`src/rtl/bcd_stopwatch_ctrl_pkg.sv`:
```
// ============================================================================
// bcd_pkg
// Shared definitions for the BCD stopwatch controller: run-state encoding,
// BCD digit width and the largest legal digit value.
// No ports (package).
// ============================================================================
package bcd_pkg;

    typedef enum logic [1:0] {
        IDLE   = 2'd0,
        RUN    = 2'd1,
        PAUSED = 2'd2,
        DONE   = 2'd3
    } sw_state_t;

    localparam int         BCD_W   = 4;
    localparam logic [3:0] BCD_MAX = 4'd9;

endpackage

```
`src/rtl/bcd_stopwatch_ctrl_if.sv`:
```
// ============================================================================
// bcd_stopwatch_ctrl_if
// Command / status bundle between the user-command source and the stopwatch.
//   start_stop, clear, lap : one-cycle command pulses (master -> slave)
//   count, display          : live and (optionally frozen) BCD values
//   running, tick, overflow : run status, increment strobe, terminal flag
// Modports: master (command source / observer), slave (stopwatch).
// ============================================================================
interface bcd_stopwatch_ctrl_if #(
    parameter int DIGITS = 4
);

    logic                               start_stop;
    logic                               clear;
    logic                               lap;
    logic [bcd_pkg::BCD_W*DIGITS-1:0]   count;
    logic [bcd_pkg::BCD_W*DIGITS-1:0]   display;
    logic                               running;
    logic                               tick;
    logic                               overflow;

    modport master (
        output start_stop, clear, lap,
        input  count, display, running, tick, overflow
    );

    modport slave (
        input  start_stop, clear, lap,
        output count, display, running, tick, overflow
    );

endinterface

```
`src/rtl/bcd_stopwatch_ctrl_digit.sv`:
```
// ============================================================================
// bcd_digit
// One decimal digit of the counter chain.
//   clk   : clock, rising edge
//   reset : asynchronous, active-low reset
//   en    : increment this cycle (carry-in from the lower digits)
//   clr   : synchronous clear, dominates en
//   q     : digit value, always 0..9
//   carry : en while q is 9, i.e. this digit rolls over on this edge
// ============================================================================
module bcd_digit
    import bcd_pkg::*;
(
    input  logic             clk,
    input  logic             reset,
    input  logic             en,
    input  logic             clr,
    output logic [BCD_W-1:0] q,
    output logic             carry
);

    logic [BCD_W-1:0] r_q;

    always_ff @(posedge clk or negedge reset) begin
        if (!reset) begin
            r_q <= '0;
        end else if (clr) begin
            r_q <= '0;
        end else if (en) begin
            r_q <= (r_q == BCD_MAX) ? '0 : r_q + 4'd1;
        end
    end

    assign q     = r_q;
    assign carry = en & (r_q == BCD_MAX);

endmodule

```
`src/rtl/bcd_stopwatch_ctrl.sv`:
```
// ============================================================================
// bcd_stopwatch_ctrl
// Run controller for a DIGITS-wide BCD counter chain. A prescaler divides clk
// by TICK_DIV to produce the count tick; start/stop, clear and lap-hold
// commands sequence IDLE / RUN / PAUSED (/ DONE).
//   clk   : clock, rising edge
//   reset : asynchronous, active-low reset
//   bus   : bcd_stopwatch_ctrl_if.slave
//           in : start_stop, clear, lap (one-cycle pulses)
//           out: count, display, running, tick, overflow
// Build option: define BCD_WRAP_EN to let the count wrap from all-9s to zero
// with a one-cycle overflow pulse. Left undefined, the count saturates at
// all-9s, the FSM parks in DONE and overflow stays high until clear.
// ============================================================================
module bcd_stopwatch_ctrl
    import bcd_pkg::*;
#(
    parameter int DIGITS   = 4,
    parameter int TICK_DIV = 10
)(
    input  logic                 clk,
    input  logic                 reset,
    bcd_stopwatch_ctrl_if.slave  bus
);

    localparam int               PRE_W    = (TICK_DIV > 1) ? $clog2(TICK_DIV) : 1;
    localparam logic [PRE_W-1:0] PRE_LAST = PRE_W'(TICK_DIV - 1);
    localparam int               CNT_W    = BCD_W * DIGITS;

    sw_state_t          r_state;
    sw_state_t          w_state_nxt;
    logic [PRE_W-1:0]   r_pre;
    logic               r_freeze;
    logic [CNT_W-1:0]   r_lap_q;
    logic               r_overflow;

    logic               w_running;
    logic               w_tick;
    logic               w_all9;
    logic               w_term;
    logic               w_sat_stop;
    logic               w_inc;
    logic               w_lap_ok;
    logic [CNT_W-1:0]   w_count;
    logic [DIGITS-1:0]  w_dig_en;
    logic [DIGITS-1:0]  w_dig_carry;
    logic [DIGITS-1:0]  w_dig9;
    logic               w_unused_carry;

    // ------------------------------------------------------------------
    // FSM: state register
    // ------------------------------------------------------------------
    always_ff @(posedge clk or negedge reset) begin
        if (!reset) begin
            r_state <= IDLE;
        end else begin
            r_state <= w_state_nxt;
        end
    end

    // ------------------------------------------------------------------
    // FSM: next state. clear outranks everything; a terminal tick in the
    // saturating build outranks a simultaneous start_stop, because the
    // count has nowhere left to go.
    // ------------------------------------------------------------------
    always_comb begin
        w_state_nxt = r_state;
        if (bus.clear) begin
            w_state_nxt = IDLE;
        end else begin
            case (r_state)
                IDLE:    if (bus.start_stop) w_state_nxt = RUN;
                RUN: begin
                    if (w_sat_stop)          w_state_nxt = DONE;
                    else if (bus.start_stop) w_state_nxt = PAUSED;
                end
                PAUSED:  if (bus.start_stop) w_state_nxt = RUN;
                DONE:    w_state_nxt = DONE;
                default: w_state_nxt = IDLE;
            endcase
        end
    end

    // ------------------------------------------------------------------
    // FSM: outputs
    // ------------------------------------------------------------------
    always_comb begin
        w_running = (r_state == RUN);
        w_tick    = w_running && (r_pre == PRE_LAST);
    end

    // Prescaler phase survives a pause so resume keeps the remaining time.
    always_ff @(posedge clk or negedge reset) begin
        if (!reset) begin
            r_pre <= '0;
        end else if (bus.clear) begin
            r_pre <= '0;
        end else if (w_running) begin
            r_pre <= (r_pre == PRE_LAST) ? '0 : r_pre + PRE_W'(1);
        end
    end

    // ------------------------------------------------------------------
    // Digit chain: digit i steps only when every lower digit rolls over.
    // ------------------------------------------------------------------
    assign w_all9 = &w_dig9;
    assign w_term = w_tick & w_all9;

`ifdef BCD_WRAP_EN
    assign w_inc      = w_tick;
    assign w_sat_stop = 1'b0;
`else
    // Hold all-9s on the terminal tick instead of rolling the chain over.
    assign w_inc      = w_tick & ~w_all9;
    assign w_sat_stop = w_term;
`endif

    for (genvar gi = 0; gi < DIGITS; gi++) begin : g_digit
        if (gi == 0) begin : g_lsd
            assign w_dig_en[gi] = w_inc;
        end else begin : g_upper
            assign w_dig_en[gi] = w_dig_carry[gi-1];
        end

        bcd_digit u_digit (
            .clk   (clk),
            .reset (reset),
            .en    (w_dig_en[gi]),
            .clr   (bus.clear),
            .q     (w_count[gi*BCD_W +: BCD_W]),
            .carry (w_dig_carry[gi])
        );

        assign w_dig9[gi] = (w_count[gi*BCD_W +: BCD_W] == BCD_MAX);
    end

    // Carry out of the top digit has no consumer; terminal detection uses
    // w_all9 so both builds share the same path.
    assign w_unused_carry = w_dig_carry[DIGITS-1];

    // ------------------------------------------------------------------
    // Lap hold. Evaluated even when start_stop arrives in the same cycle;
    // the capture takes the count value present before this edge.
    // ------------------------------------------------------------------
    assign w_lap_ok = bus.lap & ~bus.clear & ((r_state == RUN) | (r_state == PAUSED));

    always_ff @(posedge clk or negedge reset) begin
        if (!reset) begin
            r_freeze <= 1'b0;
        end else if (bus.clear) begin
            r_freeze <= 1'b0;
        end else if (w_lap_ok) begin
            r_freeze <= ~r_freeze;
        end
    end

    // Only visible while r_freeze is set, so it needs no reset.
    always_ff @(posedge clk) begin
        if (w_lap_ok && !r_freeze) begin
            r_lap_q <= w_count;
        end
    end

    // ------------------------------------------------------------------
    // Terminal-count indicator
    // ------------------------------------------------------------------
    always_ff @(posedge clk or negedge reset) begin
        if (!reset) begin
            r_overflow <= 1'b0;
        end else if (bus.clear) begin
            r_overflow <= 1'b0;
        end else begin
`ifdef BCD_WRAP_EN
            r_overflow <= w_term;
`else
            if (w_term) r_overflow <= 1'b1;
`endif
        end
    end

    assign bus.count    = w_count;
    assign bus.display  = r_freeze ? r_lap_q : w_count;
    assign bus.running  = w_running;
    assign bus.tick     = w_tick;
    assign bus.overflow = r_overflow;

endmodule

```
`src/flat_wrapper.sv`:
```
// flat-port wrapper written by rule: the top's interface ports become plain ports
module bcd_stopwatch_ctrl_flat import bcd_pkg::*;
#(
    parameter int DIGITS   = 4,
    parameter int TICK_DIV = 10
)
  (clk, reset, bus_start_stop, bus_clear, bus_lap, bus_count, bus_display, bus_running, bus_tick, bus_overflow);
  bcd_stopwatch_ctrl_if #(.DIGITS(DIGITS)) bus_i ();
  input  logic clk;
  input  logic reset;
  input wire logic [$bits(bus_i.start_stop)-1:0] bus_start_stop;
  input wire logic [$bits(bus_i.clear)-1:0] bus_clear;
  input wire logic [$bits(bus_i.lap)-1:0] bus_lap;
  output wire logic [$bits(bus_i.count)-1:0] bus_count;
  output wire logic [$bits(bus_i.display)-1:0] bus_display;
  output wire logic [$bits(bus_i.running)-1:0] bus_running;
  output wire logic [$bits(bus_i.tick)-1:0] bus_tick;
  output wire logic [$bits(bus_i.overflow)-1:0] bus_overflow;
  assign bus_i.start_stop = bus_start_stop;
  assign bus_i.clear = bus_clear;
  assign bus_i.lap = bus_lap;
  assign bus_count = bus_i.count;
  assign bus_display = bus_i.display;
  assign bus_running = bus_i.running;
  assign bus_tick = bus_i.tick;
  assign bus_overflow = bus_i.overflow;
  bcd_stopwatch_ctrl #(.DIGITS(DIGITS), .TICK_DIV(TICK_DIV)) u_core (.clk(clk), .reset(reset), .bus(bus_i));
endmodule
```
`config.mk`:
```
export PLATFORM = sky130hd
export DESIGN_NAME = bcd_stopwatch_ctrl_flat
export DESIGN_NICKNAME = d
export VERILOG_FILES = /design/src/rtl/bcd_stopwatch_ctrl_pkg.sv /design/src/rtl/bcd_stopwatch_ctrl_if.sv /design/src/rtl/bcd_stopwatch_ctrl_digit.sv /design/src/rtl/bcd_stopwatch_ctrl.sv /design/src/flat_wrapper.sv
export SDC_FILE = /design/constraint.sdc
export NUM_CORES = 1
export LEC_CHECK = 0
export CAP_MARGIN = 20
export CELL_PAD_IN_SITES_DETAIL_PLACEMENT = 1
export CELL_PAD_IN_SITES_GLOBAL_PLACEMENT = 1
export CORE_ASPECT_RATIO = 0.9
export CORE_MARGIN = 1.5
export CORE_UTILIZATION = 41
export DETAILED_ROUTE_END_ITERATION = 8
export PLACE_DENSITY_LB_ADDON = 0.1
export SLEW_MARGIN = 10
export SYNTH_ARGS = -nofsm -noshare
export SYNTH_HDL_FRONTEND = slang
export SYNTH_SLANG_ARGS = --single-unit
export TNS_END_PERCENT = 1
```
`constraint.sdc`:
```
create_clock -name clk -period 3.15 [get_ports clk]
set_clock_uncertainty 0.2 [all_clocks]
set_input_delay 0.315 -clock clk [delete_from_list [all_inputs] [get_ports clk]]
set_output_delay 0.315 -clock clk [all_outputs]
set_load 0.05 [all_outputs]
```
==> out/summary.txt, run 1 <==
Hold/Removal Path Class = input port to async pin
Reg power frac = 0.480
Avg WL per Cell = 16.9 um
actual slew at the worst max-slew pin = 0.860 ns
kind of end point of the critical path = output port
n_diodes = 0
Yosys reg bits = 40
average vias per placed instance = 5.62
crit-path cells = inv_1, ha_1, nand4b_4, clkinv_4, clkdlybuf4s50_1
final wirelength = 5230 um
TritonCTS Buffers = 5
post-cts hold buffer count = 0
status = complete, no violations
Cells after Synth = 201
Clock transition at path regs = 0.07 ns
HPWL after DPL = 3810 um
NetSw = 435 uW
overall routing resource usage = 0.196
CP Max Fanout = 9
number of synthesized flops with an enable pin = 16
Worst path max stage delay = 0.82 ns
initial antenna violation count = 0
static leakage = 1.08 nW
Syn-to-layout area delta = 24.5%
site row count = 25
Buf/Inv on CP = 3
sequential cell area fraction in the yosys report = 0.493
Clk network pwr share = 0.258
Pwr per Cell Area = 470 nW/um^2
vias in the first global route = 1774
commonest non-fill, non-tap cell in the layout = clkdlybuf4s50_1
most frequent cells in the layout = 39 x clkdlybuf4s50_1, 24 x dfrtp_1, 17 x nand2_1, 17 x a21oi_1, 16 x edfxtp_1
Slew headroom = 0.426
setup tns final = 0 ns
Detailed Route Iter0 Violations = 83
Final min period = 2.85 ns
IO Port Bufs = 39
Die X = 80.1 um
Sw Ratio = 0.339
Synth Area in Simple Gates = 0.179
VDD IR-drop max = 0.195 mV
Critical Path AT = 2.34 ns
area leader, netlist = dfrtp_1
CTS tree = done
Critical Path Start Type = flip-flop
max-cap check violation count = 0
Tcrit/Tclk final = 0.906
Post-Synthesis Cell Area = 2190 um^2
mux contribution to synthesized area = 0.0805
count of cell types in the netlist = 41
Final Wtd Congestion = 0.815
Final setup viols = 0
layout cell share with drive strength beyond 1 = 0.119
GRT Residual Overflow = 0
critical path class = flip-flop to output port
Mapped Nets = 221
GR met1 Demand/Resource = 0.265
Top Ports = 40
core area = 5190 um^2
RSZ-0062 raised after global routing = no
setup repair bufs after CTS = 0
combinational share of power = 0.262
met3 usage = 0.0478
routed via count = 1742
largest net degree at the start of global routing = 25
antenna-violating nets left = 0
most used flip-flop cell after synthesis = dfrtp_1
Synth Area in Compound Gates = 0.113
DP Worst Slack = 0.588 ns
met2 Resource Use GR = 0.317
top cells by area, synth = dfrtp_1 27%, edfxtp_1 22%, ha_1 8.6%, mux2_2 6.2%, a21oi_1 3.9%
largest family of logic cells by synthesized area = simple AND/OR/NAND/NOR gates
clock buffer depth = 2
CP top delay family = buffers and inverters
DRC viols = 0
DIE HEIGHT = 72.4 um
CTS Sinks = 40
Avg Cell Area, Syn = 10.9 um^2
post-synth top area share = 0.274
asr flop ratio synth = 0.600
Max Freq = 350 MHz
post-route core utilization = 0.525
Final nets = 262
Critical Path RT = 2.63 ns
Initial Util = 0.422
Root Buffer = clkbuf_8
critical path's slowest cell = clkdlybuf4s50_1
Synth Area in Adders = 0.0857
xor-xnor portion of the synthesized cell area = 0.00400
post-CTS sizing = 0
Max Slew Vio Count = 0
final count of hold timing violations = 0
final worst slack = 0.295 ns
Synth warnings = 0
H-tree depth = 2
first-pass GRT wire length = 8800 um
clk_lat worst skew = 0.29 ns
drt first pass iters = 4
global routing's busiest layer = met2
internal cell power = 848 uW
Die Area = 5790 um^2
==> registers in the layout (all words and copies together), names as in the netlist <==
register	flops
u_core.g_digit.u_digit.q	16
u_core.r_lap_q	16
u_core.r_pre	4
u_core.r_state	2
u_core.bus.overflow	1
u_core.r_freeze	1
==> power by group through the flow <==
stage / Clock (mW) / Combinational [mW] / Sequential (mW)
detailed placement: 0 / 0.338 / 0.628
global route: 0.360 / 0.359 / 0.624
global placement: 0 / 0.329 / 0.622
finish: 0.331 / 0.336 / 0.616
floorplan: 0 / 0.250 / 0.604
CTS: 0.338 / 0.339 / 0.617
==> path summary, 6_finish.rpt <==
check	from	cells past startpoint	end	slack (ns)
setup / recovery	u_core.r_state[1]$_DFFE_PN0P_	5	bus_tick	0.30
hold / removal	reset	2	u_core.r_pre[3]$_DFFE_PN0P_	0.19
setup reg to reg	u_core.g_digit[2].u_digit.q[0]$_DFFE_PN0P_	5	u_core.g_digit[1].u_digit.q[3]$_DFFE_PN0P_	0.94
hold reg to reg	u_core.bus.overflow$_DFFE_PN0P_	2	u_core.bus.overflow$_DFFE_PN0P_	0.32
max in group asynchronous	reset	2	u_core.g_digit[0].u_digit.q[1]$_DFFE_PN0P_	2.31
min in group clk	u_core.bus.overflow$_DFFE_PN0P_	2	u_core.bus.overflow$_DFFE_PN0P_	0.32
==> per-stage QoR <==
step	total power [mW]	instance area, um^2	cells	hold WS, ns
after floorplan	0.854	2190	201	-0.181
after global placement	0.951	2650	302	0.309
after detailed placement	0.966	2650	302	0.311
after CTS	1.29	2730	310	0.194
after global routing	1.34	2730	310	0.203
final	1.28	2730	310	0.185
==> routing by layer <==
| layer | part of all wire | vias to the layer above |
|---|---|---|
| met5 | 0 | - |
| met4 | 0.0077 | 0 |
| met3 | 0.039 | 6 |
| met2 | 0.51 | 39 |
| met1 | 0.44 | 880 |
| li1 | - | 817 |
==> cells by family (layout without fill, tap and decap cells) <==
logic type / count (synthesis) / in the layout
AOI/OAI and AO/OA: 43 / 43
and+or+nand+nor: 66 / 66
buffers and inverters: 20 / 62
adders and majority gates: 15 / 15
DFF: 40 / 40
muxes: 16 / 16
xor gates and xnor gates: 1 / 1
==> cell usage after synthesis (3+ instances only) <==
cell	instances
and3b_1	3
ha_1	15
o21ai_0	14
nor4_1	3
a31oi_1	4
nor2_1	11
mux2i_1	3
nand3_1	5
mux2_2	12
a21oi_1	17
nor3_1	6
nand3b_1	4
nand2_1	17
edfxtp_1	16
dfrtp_1	24
or3_1	7
inv_1	11
or4_1	3
==> layout make-up <==
type / count / area, um^2
clock inverter: 3 / 13.8
timing repair buffer: 42 / 413
multi-input combinational: 141 / 1020
tap: 67 / 83.8
fill: 581 / 2460
sequential: 40 / 1080
clock buffer: 5 / 68.8
inverter: 12 / 50.0
Note: power is estimated with default switching activity, not from simulation.
==> run 2, diff against run 1 <==
--- a/config.mk
+++ b/config.mk
@@ -9,7 +9,7 @@
 export CELL_PAD_IN_SITES_DETAIL_PLACEMENT = 1
 export CELL_PAD_IN_SITES_GLOBAL_PLACEMENT = 1
 export CORE_ASPECT_RATIO = 0.9
-export CORE_MARGIN = 1.5
+export CORE_MARGIN = 3
 export CORE_UTILIZATION = 41
 export DETAILED_ROUTE_END_ITERATION = 8
 export PLACE_DENSITY_LB_ADDON = 0.1
==> out/summary.txt, run 2 (synthesis results as in run 1) <==
clock buffer depth = 2
average vias per placed instance = 5.53
Buf/Inv on CP = 3
CTS tree = done
largest net degree at the start of global routing = 25
H-tree depth = 2
core area = 5010 um^2
CP top delay family = buffers and inverters
overall routing resource usage = 0.175
GRT Residual Overflow = 0
Die X = 83.1 um
post-CTS sizing = 0
status = complete, no violations
filler instances = 553
n_diodes = 0
Final setup viols = 0
clk_lat worst skew = 0.30 ns
antenna-violating nets left = 0
kind of end point of the critical path = output port
DIE HEIGHT = 75.4 um
Area after DPL = 2650 um^2
Critical Path Start Type = flip-flop
static leakage = 1.09 nW
vias in the first global route = 1697
crit-path cells = inv_1, ha_1, nand4b_4, clkinv_4, clkdlybuf4s50_1
Max Slew Vio Count = 0
Worst path max stage delay = 0.82 ns
Initial Util = 0.437
first-pass GRT wire length = 8560 um
initial antenna violation count = 0
final wirelength = 5330 um
Design Area, Final = 2760 um^2
post-cts hold buffer count = 0
Tcrit/Tclk final = 0.922
CTS Sinks = 40
site row count = 24
Root Buffer = clkbuf_8
Clock transition at path regs = 0.08 ns
IO Port Bufs = 39
setup repair bufs after CTS = 0
Critical Path RT = 2.63 ns
most frequent cells in the layout = 39 x clkdlybuf4s50_1, 24 x dfrtp_1, 17 x nand2_1, 17 x a21oi_1, 16 x edfxtp_1
Avg WL per Cell = 17.2 um
Die Area = 6260 um^2
setup tns final = 0 ns
critical path class = flip-flop to output port
max-cap check violation count = 0
final count of hold timing violations = 0
Pwr per Cell Area = 500 nW/um^2
routed via count = 1708
TritonCTS Buffers = 5
CP Max Fanout = 9
actual slew at the worst max-slew pin = 0.879 ns
layout cell share with drive strength beyond 1 = 0.123
DRC viols = 0
Slew headroom = 0.414
Top Ports = 40
commonest non-fill, non-tap cell in the layout = clkdlybuf4s50_1
RSZ-0062 raised after global routing = no
Final Wtd Congestion = 0.845
Detailed Route Iter0 Violations = 70
Hold/Removal Path Class = input port to async pin
HPWL after DPL = 3720 um
Syn-to-layout area delta = 25.9%
drt first pass iters = 4
Final min period = 2.91 ns
Max Freq = 344 MHz
VDD IR-drop max = 0.397 mV
Critical Path AT = 2.39 ns
critical path's slowest cell = clkdlybuf4s50_1
Final nets = 263
[run 2: cell count changes in the layout (fill, tap and decap cells not counted), sizes merged]
cell,change
clkinv,-2
buf,+1
bufinv,+1
clkbuf,+1
[run 2: per-layer routing]
metal / vias up / GRT usage / wire, um
li1: 817 / - / -
met1: 855 / 0.226 / 2460
met5: - / 0 / 0
met3: 8 / 0.0486 / 186
met4: 0 / 0.0454 / 55
met2: 28 / 0.297 / 2630
[run 2: final cells by class]
class                           count  area, um^2  share of cell area
Timing Repair Buffer               43         420               0.152
Tap cell                           65        81.3              0.0295
Multi-Input combinational cell    141        1020               0.369
Inverter                           12        50.0              0.0181
Clock inverter                      2        35.0              0.0127
Clock buffer                        6        72.6              0.0263
Sequential cell                    40        1080               0.392
[run 2: worst paths after layout]
check                                                 from                                          to  slack [ns]  cells past startpoint
min in group clk           u_core.bus.overflow$_DFFE_PN0P_             u_core.bus.overflow$_DFFE_PN0P_        0.33                      2
max reg2reg                  u_core.r_state[1]$_DFFE_PN0P_  u_core.g_digit[2].u_digit.q[2]$_DFFE_PN0P_        0.86                      7
max in group asynchronous                            reset                 u_core.r_pre[1]$_DFFE_PN0P_        2.30                      2
min reg2reg                u_core.bus.overflow$_DFFE_PN0P_             u_core.bus.overflow$_DFFE_PN0P_        0.33                      2
max                          u_core.r_state[1]$_DFFE_PN0P_                                    bus_tick        0.24                      5
min                                                  reset  u_core.g_digit[3].u_digit.q[1]$_DFFE_PN0P_        0.18                      2
[run 2: metrics by stage]
stage                     setup WS (ns)  std cells  hold slack [ns]  power (mW)   util
after floorplan                   0.605        201           -0.181       0.854      -
after global placement            0.608        301            0.287       0.956  0.528
after detailed placement          0.565        301            0.298       0.973  0.528
after CTS                         0.196        309            0.184        1.40  0.550
after global routing              0.113        309            0.198        1.44  0.550
final                             0.245        309            0.178        1.38  0.550
[run 2: power breakdown]
group	internal, mW	total [mW]	switching, mW	leakage [nW]
logic	0.129	0.346	0.217	0.556
registers	0.573	0.617	0.0441	0.482
clock network	0.235	0.417	0.182	0.0552
